## src/rtl/fp_ln_seq.sv

```systemverilog
// fp_ln_seq: sequential IEEE754 single-precision natural logarithm.
// Shift-and-add iteration over a ln(1+2^-k) ROM, one step per clock,
// start/done handshake. Result is (e+1)*ln2 - acc, normalised and rounded
// to nearest even.
module fp_ln_seq #(
    parameter int ITER = 24,
    parameter int FRAC = 30
) (
    input  logic        clk,
    input  logic        rst,
    input  logic        start,
    input  logic [31:0] in,
    output logic        busy,
    output logic        done,
    output logic [31:0] out
);

    localparam int W  = FRAC + 2;   // unsigned Q2.FRAC mantissa / accumulator
    localparam int RW = FRAC + 10;  // signed combine result

    localparam logic [W-1:0] TWO     = {2'b10, {FRAC{1'b0}}};
    localparam logic [31:0]  LN2_Q30 = 32'd744261118;

    // ln(1+2^-k) in Q0.30, rounded to nearest
    function automatic logic [31:0] ln_tab_q30(input logic [4:0] idx);
        logic [31:0] v;
        case (idx)
            5'd1:  v = 32'd435364845;
            5'd2:  v = 32'd239598564;
            5'd3:  v = 32'd126468572;
            5'd4:  v = 32'd65095192;
            5'd5:  v = 32'd33040817;
            5'd6:  v = 32'd16647494;
            5'd7:  v = 32'd8356010;
            5'd8:  v = 32'd4186133;
            5'd9:  v = 32'd2095107;
            5'd10: v = 32'd1048064;
            5'd11: v = 32'd524160;
            5'd12: v = 32'd262112;
            5'd13: v = 32'd131064;
            5'd14: v = 32'd65534;
            5'd15: v = 32'd32768;
            5'd16: v = 32'd16384;
            5'd17: v = 32'd8192;
            5'd18: v = 32'd4096;
            5'd19: v = 32'd2048;
            5'd20: v = 32'd1024;
            5'd21: v = 32'd512;
            5'd22: v = 32'd256;
            5'd23: v = 32'd128;
            5'd24: v = 32'd64;
            5'd25: v = 32'd32;
            5'd26: v = 32'd16;
            5'd27: v = 32'd8;
            5'd28: v = 32'd4;
            5'd29: v = 32'd2;
            5'd30: v = 32'd1;
            default: v = 32'd0;
        endcase
        return v;
    endfunction

    // Rescale a Q0.30 constant to Q0.FRAC
    function automatic logic [63:0] q30_to_frac(input logic [31:0] v);
        return {v, 32'd0} >> (62 - FRAC);
    endfunction

    localparam logic [RW-1:0] LN2_F = RW'(q30_to_frac(LN2_Q30));

    typedef enum logic [2:0] {
        S_IDLE, S_UNPACK, S_ITER, S_COMBINE, S_NORM, S_DONE
    } state_t;

    state_t                state, state_next;
    logic                  busy_next, done_next;
    logic [31:0]           in_r;
    logic signed [8:0]     e_r;
    logic [W-1:0]          x, acc;
    logic [4:0]            k;
    logic signed [RW-1:0]  r;
    logic [31:0]           res;

    logic                  spec_hit;
    logic [31:0]           spec_val;
    logic [W-1:0]          x_sh, t, tab;
    logic                  take;
    logic signed [8:0]     e1;
    logic signed [RW-1:0]  e1_ext, acc_ext, r_calc;
    logic [RW-1:0]         mag, norm;
    logic [7:0]            lead, ebias;
    logic [22:0]           mant;
    logic                  guard, sticky;
    logic [23:0]           mant_r;
    logic [31:0]           norm_val;

    // Special-operand classification of the captured input, in priority order
    always_comb begin
        spec_hit = 1'b1;
        spec_val = '0;
        if (in_r[30:23] == 8'hFF && in_r[22:0] != 23'd0)
            spec_val = 32'h7FC00000;
        else if (in_r[31] && in_r[30:0] != 31'd0)
            spec_val = 32'h7FC00000;
        else if (in_r[30:23] == 8'h00)
            spec_val = 32'hFF800000;
        else if (in_r[30:23] == 8'hFF)
            spec_val = 32'h7F800000;
        else if (in_r == 32'h3F800000)
            spec_val = 32'h00000000;
        else
            spec_hit = 1'b0;
    end

    // One shift-and-add step plus the combine subtraction
    always_comb begin
        x_sh    = x >> k;
        t       = x + x_sh;
        take    = (t <= TWO);
        tab     = W'(q30_to_frac(ln_tab_q30(k)));
        e1      = e_r + 9'sd1;
        e1_ext  = {{(RW-9){e1[8]}}, e1};
        acc_ext = {{(RW-W){1'b0}}, acc};
        r_calc  = e1_ext * $signed(LN2_F) - acc_ext;
    end

    // Normalise |r| to 1.23, round to nearest even; zero magnitude gives +0
    always_comb begin
        mag  = r[RW-1] ? -r : r;
        lead = '0;
        for (int unsigned i = 0; i < RW; i++)
            if (mag[i]) lead = 8'(i);
        norm   = mag << (8'(RW-1) - lead);
        mant   = norm[RW-2 -: 23];
        guard  = norm[RW-25];
        sticky = |norm[RW-26:0];
        mant_r = {1'b0, mant} + {23'd0, guard & (sticky | mant[0])};
        ebias  = lead + 8'(127 - FRAC) + {7'd0, mant_r[23]};
        norm_val = norm[RW-1] ? {r[RW-1], ebias, mant_r[22:0]} : 32'h0;
    end

    // Next-state and registered-output decode
    always_comb begin
        state_next = state;
        case (state)
            S_IDLE:    if (start) state_next = S_UNPACK;
            S_UNPACK:  state_next = spec_hit ? S_DONE : S_ITER;
            S_ITER:    if (k == 5'(ITER)) state_next = S_COMBINE;
            S_COMBINE: state_next = S_NORM;
            S_NORM:    state_next = S_DONE;
            S_DONE:    state_next = S_IDLE;
            default:   state_next = S_IDLE;
        endcase
        busy_next = (state_next != S_IDLE);
        done_next = (state == S_DONE);
    end

    // State register
    always_ff @(posedge clk or posedge rst) begin
        if (rst) state <= S_IDLE;
        else     state <= state_next;
    end

    // Datapath and output registers
    always_ff @(posedge clk or posedge rst) begin
        if (rst) begin
            in_r <= '0;
            e_r  <= '0;
            x    <= '0;
            acc  <= '0;
            k    <= '0;
            r    <= '0;
            res  <= '0;
            busy <= 1'b0;
            done <= 1'b0;
            out  <= '0;
        end else begin
            busy <= busy_next;
            done <= done_next;
            case (state)
                S_IDLE: if (start) in_r <= in;
                S_UNPACK: begin
                    if (spec_hit) begin
                        res <= spec_val;
                    end else begin
                        e_r <= 9'({1'b0, in_r[30:23]} - 9'd127);
                        x   <= W'({2'b01, in_r[22:0]}) << (FRAC - 23);
                        acc <= '0;
                        k   <= 5'd1;
                    end
                end
                S_ITER: begin
                    if (take) begin
                        x   <= t;
                        acc <= acc + tab;
                    end
                    k <= k + 5'd1;
                end
                S_COMBINE: r   <= r_calc;
                S_NORM:    res <= norm_val;
                S_DONE:    out <= res;
                default: ;
            endcase
        end
    end

endmodule

```

## config.mk

```make
export PLATFORM = sky130hd
export DESIGN_NAME = fp_ln_seq
export DESIGN_NICKNAME = d
export VERILOG_FILES = /design/src/rtl/fp_ln_seq.sv
export SDC_FILE = /design/constraint.sdc
export NUM_CORES = 1
export LEC_CHECK = 0
export ABC_AREA = 1
export CAP_MARGIN = 25
export CORE_MARGIN = 4
export CORE_UTILIZATION = 50
export CTS_BUF_LIST = sky130_fd_sc_hd__clkbuf_4 sky130_fd_sc_hd__clkbuf_8 sky130_fd_sc_hd__clkbuf_16
export DETAILED_ROUTE_END_ITERATION = 7
export PLACE_DENSITY = 0.67
export SLEW_MARGIN = 20
export SYNTH_ARGS = -nofsm -noshare
export SYNTH_HDL_FRONTEND = slang
export SYNTH_SLANG_ARGS = --single-unit
```

## constraint.sdc

```tcl
create_clock -name clk -period 8.95 [get_ports clk]
set_clock_uncertainty 0.05 [all_clocks]
set_input_delay 2.2375 -clock clk [delete_from_list [all_inputs] [get_ports clk]]
set_output_delay 2.2375 -clock clk [all_outputs]
set_load 0.05 [all_outputs]
```

# Word level (Yosys, flattened, before mapping)
# Memories as Yosys holds them, arrays and structs flattened.
# Index checks and enable logic that the tools add are counted.
[word_totals]
input_bits = 35
register_bits = 219
out_inout_bits = 34
mem_count = 1
romBits = 928
elab_cells = 120
[classes]
muxes = 64
shift = 2
add_sub_neg = 11
mul = 1
bitwise = 3
eq_ne = 11
reduce_logical = 15
n_lt_le_gt_ge = 1
[mem_list]
columns = ["name", "words", "word_bits", "rd", "rd_clocked_by_memory_dff", "write_ports", "line", "rtl"]
rows = [
  ["(name not given)", 32, 29, 1, 0, 0, "27", "case (idx)"],
]
[op_table]
columns = ["cell", "count"]
rows = [
  ["$mux 8", 38],
  ["$mux 32", 9],
  ["$pmux 32 s2", 3],
  ["$add 32x32->32", 2],
  ["$mux 40", 1],
  ["$neg 40->40", 1],
  ["$shl 40x8->40", 1],
  ["$sub 40x33->40", 1],
  ["$mul 9x30->39 const B", 1],
  ["$eq 32x30->1 const B", 1],
  ["$le 32x32->1 const B", 1],
  ["$shr 32x5->32", 1],
  ["$mux 31", 1],
  ["$reduce_bool 31->1", 1],
  ["$add 23x1->24", 1],
  ["$reduce_bool 23->1", 1],
  ["$pmux 3 s5", 1],
  ["$reduce_or 15->1", 1],
  ["$pmux 5 s2", 1],
  ["$add 9x2->9 const B", 1],
  ["$mux 3", 3],
  ["$sub 8x7->9 const B", 1],
  ["$add 8x1->8", 1],
  ["$add 8x7->8 const B", 1],
  ["other kinds (20)", 34],
]

# Depth between registers and ports, before layout
# Gate-level depths: netlist of run 1.
[depth]
ltp_word = 50
mapped_depth = 68

# Worst setup path before layout of run 1
# No wires, ideal clock.
[synth_timing]
path_type = "reg-to-reg"
from = "register e_r[0]"
to = "register r[38]"
stages_incl_launch_ff = 48
t_arrival_ns = 7.734
setup_slack_ns = 1.038
setup_ns = 0.128
synth_period_minus_slack_ns = 7.912
path_buffers = 1
cell_sequence = "dfrtp_1 -> clkbuf_1 -> nand2_1 -> nor2_1 -> nand3_1 -> nand3b_1 -> xor2_1 -> inv_1 -> ha_1 -> ha_1 -> fa_1 -> inv_1 -> fa_1 -> inv_1 -> fa_1 -> ha_1 -> nand2_1 -> o21ai_0 -> (+12 left out) -> nand2_1 -> a21o_1 -> a21oi_1 -> o21ai_0 -> nand3_1 -> nand2_1 -> a21o_1 -> a21oi_1 -> o21ai_0 -> inv_1 -> o21ai_0 -> xnor2_1 -> inv_1 -> nor2_1 -> nand3_1 -> a21oi_1 -> xor2_1 -> o21ai_0"
[synth_via]
elab_chain_cells = 3
[synth_lines]
columns = ["item", "line", "rtl"]
rows = [
  ["start: declaration", "77", "logic signed [8:0] e_r;"],
  ["start signal: assignment", "185", "e_r <= 9'({1'b0, in_r[30:23]} - 9'd127);"],
  ["$add 9x2->9", "120", "e1 = e_r + 9'sd1;"],
  ["$mul 9x30->39", "123", "r_calc = e1_ext * $signed(LN2_F) - acc_ext;"],
  ["$sub 40x33->40", "123", ""],
  ["end signal: assignment", "198", "S_COMBINE: r <= r_calc;"],
  ["end: declaration", "80", "logic signed [RW-1:0] r;"],
]
# Every way passes these cells.
# A chain may end at the register's enable or synchronous reset.

# Worst setup path in the final report of run 1
[layout_timing]
from = "register e_r[0]"
to = "register r[35]"
# The elaborated chain is that of the path after synthesis.

==> key figures, run 1 <==
Global routing
  • Largest net degree at the start of global routing: ~140
  • Initial antenna violation count: 0
  • GRT Util Overall: 27.9%
  • Grt met2 use: between 40% and 50%
  • Gr busiest metal: met2
  • First-pass GRT wire length: 117 mm
  • Vias in the first global route: between 20000 and 25000
  • Overflow after GRT: 0
  • Met3 usage: roughly 2.9%
  • Global routing met1 resource utilization: 42.8%

Timing
  • Fin Hold WS: 0.416 ns
  • Fin. Hold Viols: 0
  • Setup violators final: 0
  • RSZ-0062 raised after global routing: false
  • Worst-margin pin slew: 0.938 ns
  • Min Tclk post-route: 8.27 ns
  • Final period util: 92.4%
  • Relative slew slack: 36.9%
  • Max Fclk: 121 MHz
  • Max-slew violations: 0
  • Total negative slack: 0 ns

Floorplanning
  • Site Rows: 79
  • Core Region: 0.0469 mm^2
  • Die ar.: 0.0513 mm^2
  • Vert. Die Dim: roughly 230 um
  • Io pins: 69
  • Chip Width: approximately 230 um
  • Starting density of the core: between 50% and 60%

Worst setup path
  • Slowest CP cell: fa_2
  • WP data required: 9.37 ns
  • Max stage delay on crit path: ~0.65 ns
  • Peak fanout along the critical path: 7
  • Largest delay share family, worst path: adder cells
  • CP startpoint kind: flip-flop
  • CP Capture Type: flip-flop
  • Crit-path most repeated cell: a21oi_1
  • Critical Path AT: 8.68 ns
  • Buf/Inv on CP: 5
  • WS Path Type: reg -> reg

Drt
  • DRT Wirelength: 71.7 mm
  • Routed via count: ~23000
  • Detail Route Antenna Nets: 0
  • Routed wire per std cell: 17.2 um
  • DR iter-0 viols: between 2000 and 2500
  • Vias per cell: ~5.6
  • Drt pass-1 iters: 7
  • Remaining DRCs: 0

Layout
  • Final instance area: 0.0260 mm^2
  • N_diodes: 0
  • Area growth syn-to-layout: 8.82%
  • Filler instances: 4608
  • Reg area: 0.00548 mm^2
  • Area of the multi-input gates: 0.0160 mm^2
  • Share of cells above drive strength 1: 5.69%
  • Final nets: 3880

Yosys
  • Cells after Synth: 3549
  • Post-synth ARST share: 100%
  • Syn_nets: 3878
  • XOR/XNOR share of the synthesized area: 4.52%
  • Yosys Warn Count: 0
  • Multiplexer area fraction after synthesis: 0.0420%
  • Largest family of logic cells by synthesized area: simple AND/OR/NAND/NOR gates
  • Avg Inst Size Synth: 6.72 um^2
  • Synth unique cells: 62
  • Synth Register Bits: about 220
  • Top FF cell, synth: dfrtp_1
  • Number of flops mapped to enable cells by yosys: 0
  • Synth Cell Area: 0.0239 mm^2
  • Compound-Gate Fraction of Synth Area: 14.6%
  • Simple-gate area share of the yosys netlist: between 30% and 40%
  • Register area share after synthesis: 23.0%
  • Post-Synth Adder-Cell Area: between 15 and 20%

CTS
  • Number of clock sinks: 219
  • Num CTS Buffers: 27
  • Max H-tree Level: 1
  • Clk buf depth: 3
  • Hold Buf Count CTS: 0
  • Clock insertion delay at the later pin of the skew report: 0.58 ns
  • Post-CTS sizing: 0
  • Clock Root Buffer: clkbuf_16
  • Post-CTS setup buffers: 0
  • CTS tree: built
  • Reg clk slew, reported paths: 0.06 ns

Min path
  • Worst Hold Class: reg -> reg

Placed design
  • DP HPWL: between 50 and 60 mm
  • RD Place Congestion: 0.952
  • PortBufs: 68
  • Placed Area: 0.0250 mm^2

Job
  • Max Cap Violations: 0

Outcome
  • Status: finished, final reports clean
## stage by stage
stage	util [%]	setup slack (ns)	cells
final	55.4	0.684	4177
after global routing	55.4	0.00598	4177
after CTS	55.3	0.249	4175
after detailed placement	53.4	0.274	4127
after global placement	53.4	0.428	4127
after floorplan	-	0.670	3549
## cell usage in the layout (no fill, tap or decap), types with 6 or more instances in the layout
cell and n:
ha_1 233, xor2_1 81, dfrtp_1 217, xnor2_1 41
clkinv_1 7, nand3b_1 10, nor2_4 12, nand2_2 12
nor2_2 10, nand4_1 24, o21ai_1 20, nand2_1 911
clkinv_2 6, a21oi_1 185, inv_1 442, clkbuf_16 27
nor3_1 22, o22ai_1 25, inv_2 20, clkbuf_8 8
o21ai_0 252, nor4_1 14, or2_2 22, clkdlybuf4s50_1 68
nor2_1 254, nand3_1 357, a211oi_1 7, a31oi_1 45
a22oi_1 14, buf_4 37, o211ai_1 15, nand3_2 12
a21o_1 6, o21bai_1 12, o31ai_1 12, fa_1 59
## logic make-up after synthesis
group                      count (synthesis)
buffers and inverters                    607
AOI/OAI and AO/OA                        623
and+or+nand+nor                         1682
adders and majority gates                294
DFF                                      219
muxes                                      1
xor gates and xnor gates                 123
## final timing paths
| kind | startpoint | endpoint | slack [ns] | cells past startpoint |
|---|---|---|---|---|
| max | e_r[0]$_DFFE_PP0P_ | r[35]$_DFFE_PP0N_ | 0.68 | 40 |
| min | out[13]$_DFFE_PP0P_ | out[13]$_DFFE_PP0P_ | 0.42 | 2 |
| max reg2reg | e_r[0]$_DFFE_PP0P_ | r[35]$_DFFE_PP0N_ | 0.68 | 40 |
| min reg2reg | out[13]$_DFFE_PP0P_ | out[13]$_DFFE_PP0P_ | 0.42 | 2 |
| max in group asynchronous | rst | e_r[1]$_DFFE_PP0P_ | 5.44 | 3 |
| min in group asynchronous | rst | acc[8]$_DFFE_PP0P_ | 2.10 | 2 |
## registers in the layout, summed over array words and instances, names as in the netlist
signal,flops
r,40
acc,32
in_r,32
out,32
res,32
x,32
e_r,9
k,5
state,3
busy,1
done,1
## layout make-up
| cell class | instances | area share [%] |
|---|---|---|
| sequential | 219 | 21.1 |
| clock inverter | 10 | 0.246 |
| inverter | 471 | 6.85 |
| timing repair buffer | 109 | 3.96 |
| tap | 607 | 2.93 |
| multi-input combinational | 2723 | 61.8 |
| clock buffer | 38 | 3.11 |
## synth_stat cells (13+ instances only)
cell / number / share of area [%]
inv_2: 19 / 0.30
nor2_1: 255 / 4.0
dfrtp_1: 219 / 23
o21ai_0: 261 / 5.5
o21ai_1: 13 / 0.27
a31oi_1: 45 / 1.2
nor4_1: 14 / 0.37
clkbuf_1: 84 / 1.3
xnor2_1: 41 / 1.5
nand4_1: 24 / 0.63
fa_1: 60 / 5.0
nor3_1: 25 / 0.52
ha_1: 234 / 12
nand2_1: 911 / 14
xor2_1: 82 / 3.0
or2_2: 22 / 0.58
inv_1: 444 / 7.0
a21oi_1: 186 / 3.9
nand3_1: 358 / 7.5
o22ai_1: 25 / 0.66
buf_2: 30 / 0.63
o211ai_1: 15 / 0.47
a22oi_1: 14 / 0.44
## routing by layer
layer	share of wire, %	vias to the layer above
met5	0	-
met1	49	11000
met2	43	648
li1	-	11700
met3	5.5	77
met4	1.7	0
## tightest hold or removal path, stage by stage, from the launching register on
cell and delay [ns]:
dfrtp_1 0.34, nand2_1 0.05, nand2_1 0.05
Power of run 1 is not shown: default switching activity piles up to over one toggle a cycle in this logic, so the estimate is an artifact.
==> run 2: changes to the inputs <==
==> constraint.sdc (replaced) <==
create_clock -name clk -period 8.95 [get_ports clk]
set_clock_uncertainty 0.05 [all_clocks]
set_input_delay 2.2375 -clock clk [delete_from_list [all_inputs] [get_ports clk]]
set_output_delay 2.2375 -clock clk [all_outputs]
set_load 0.02 [all_outputs]
==> results of run 2 <==
Same layout as run 1: the final DEF is identical, and so are final timing and power.
Power of run 2 is left out for the same reason.
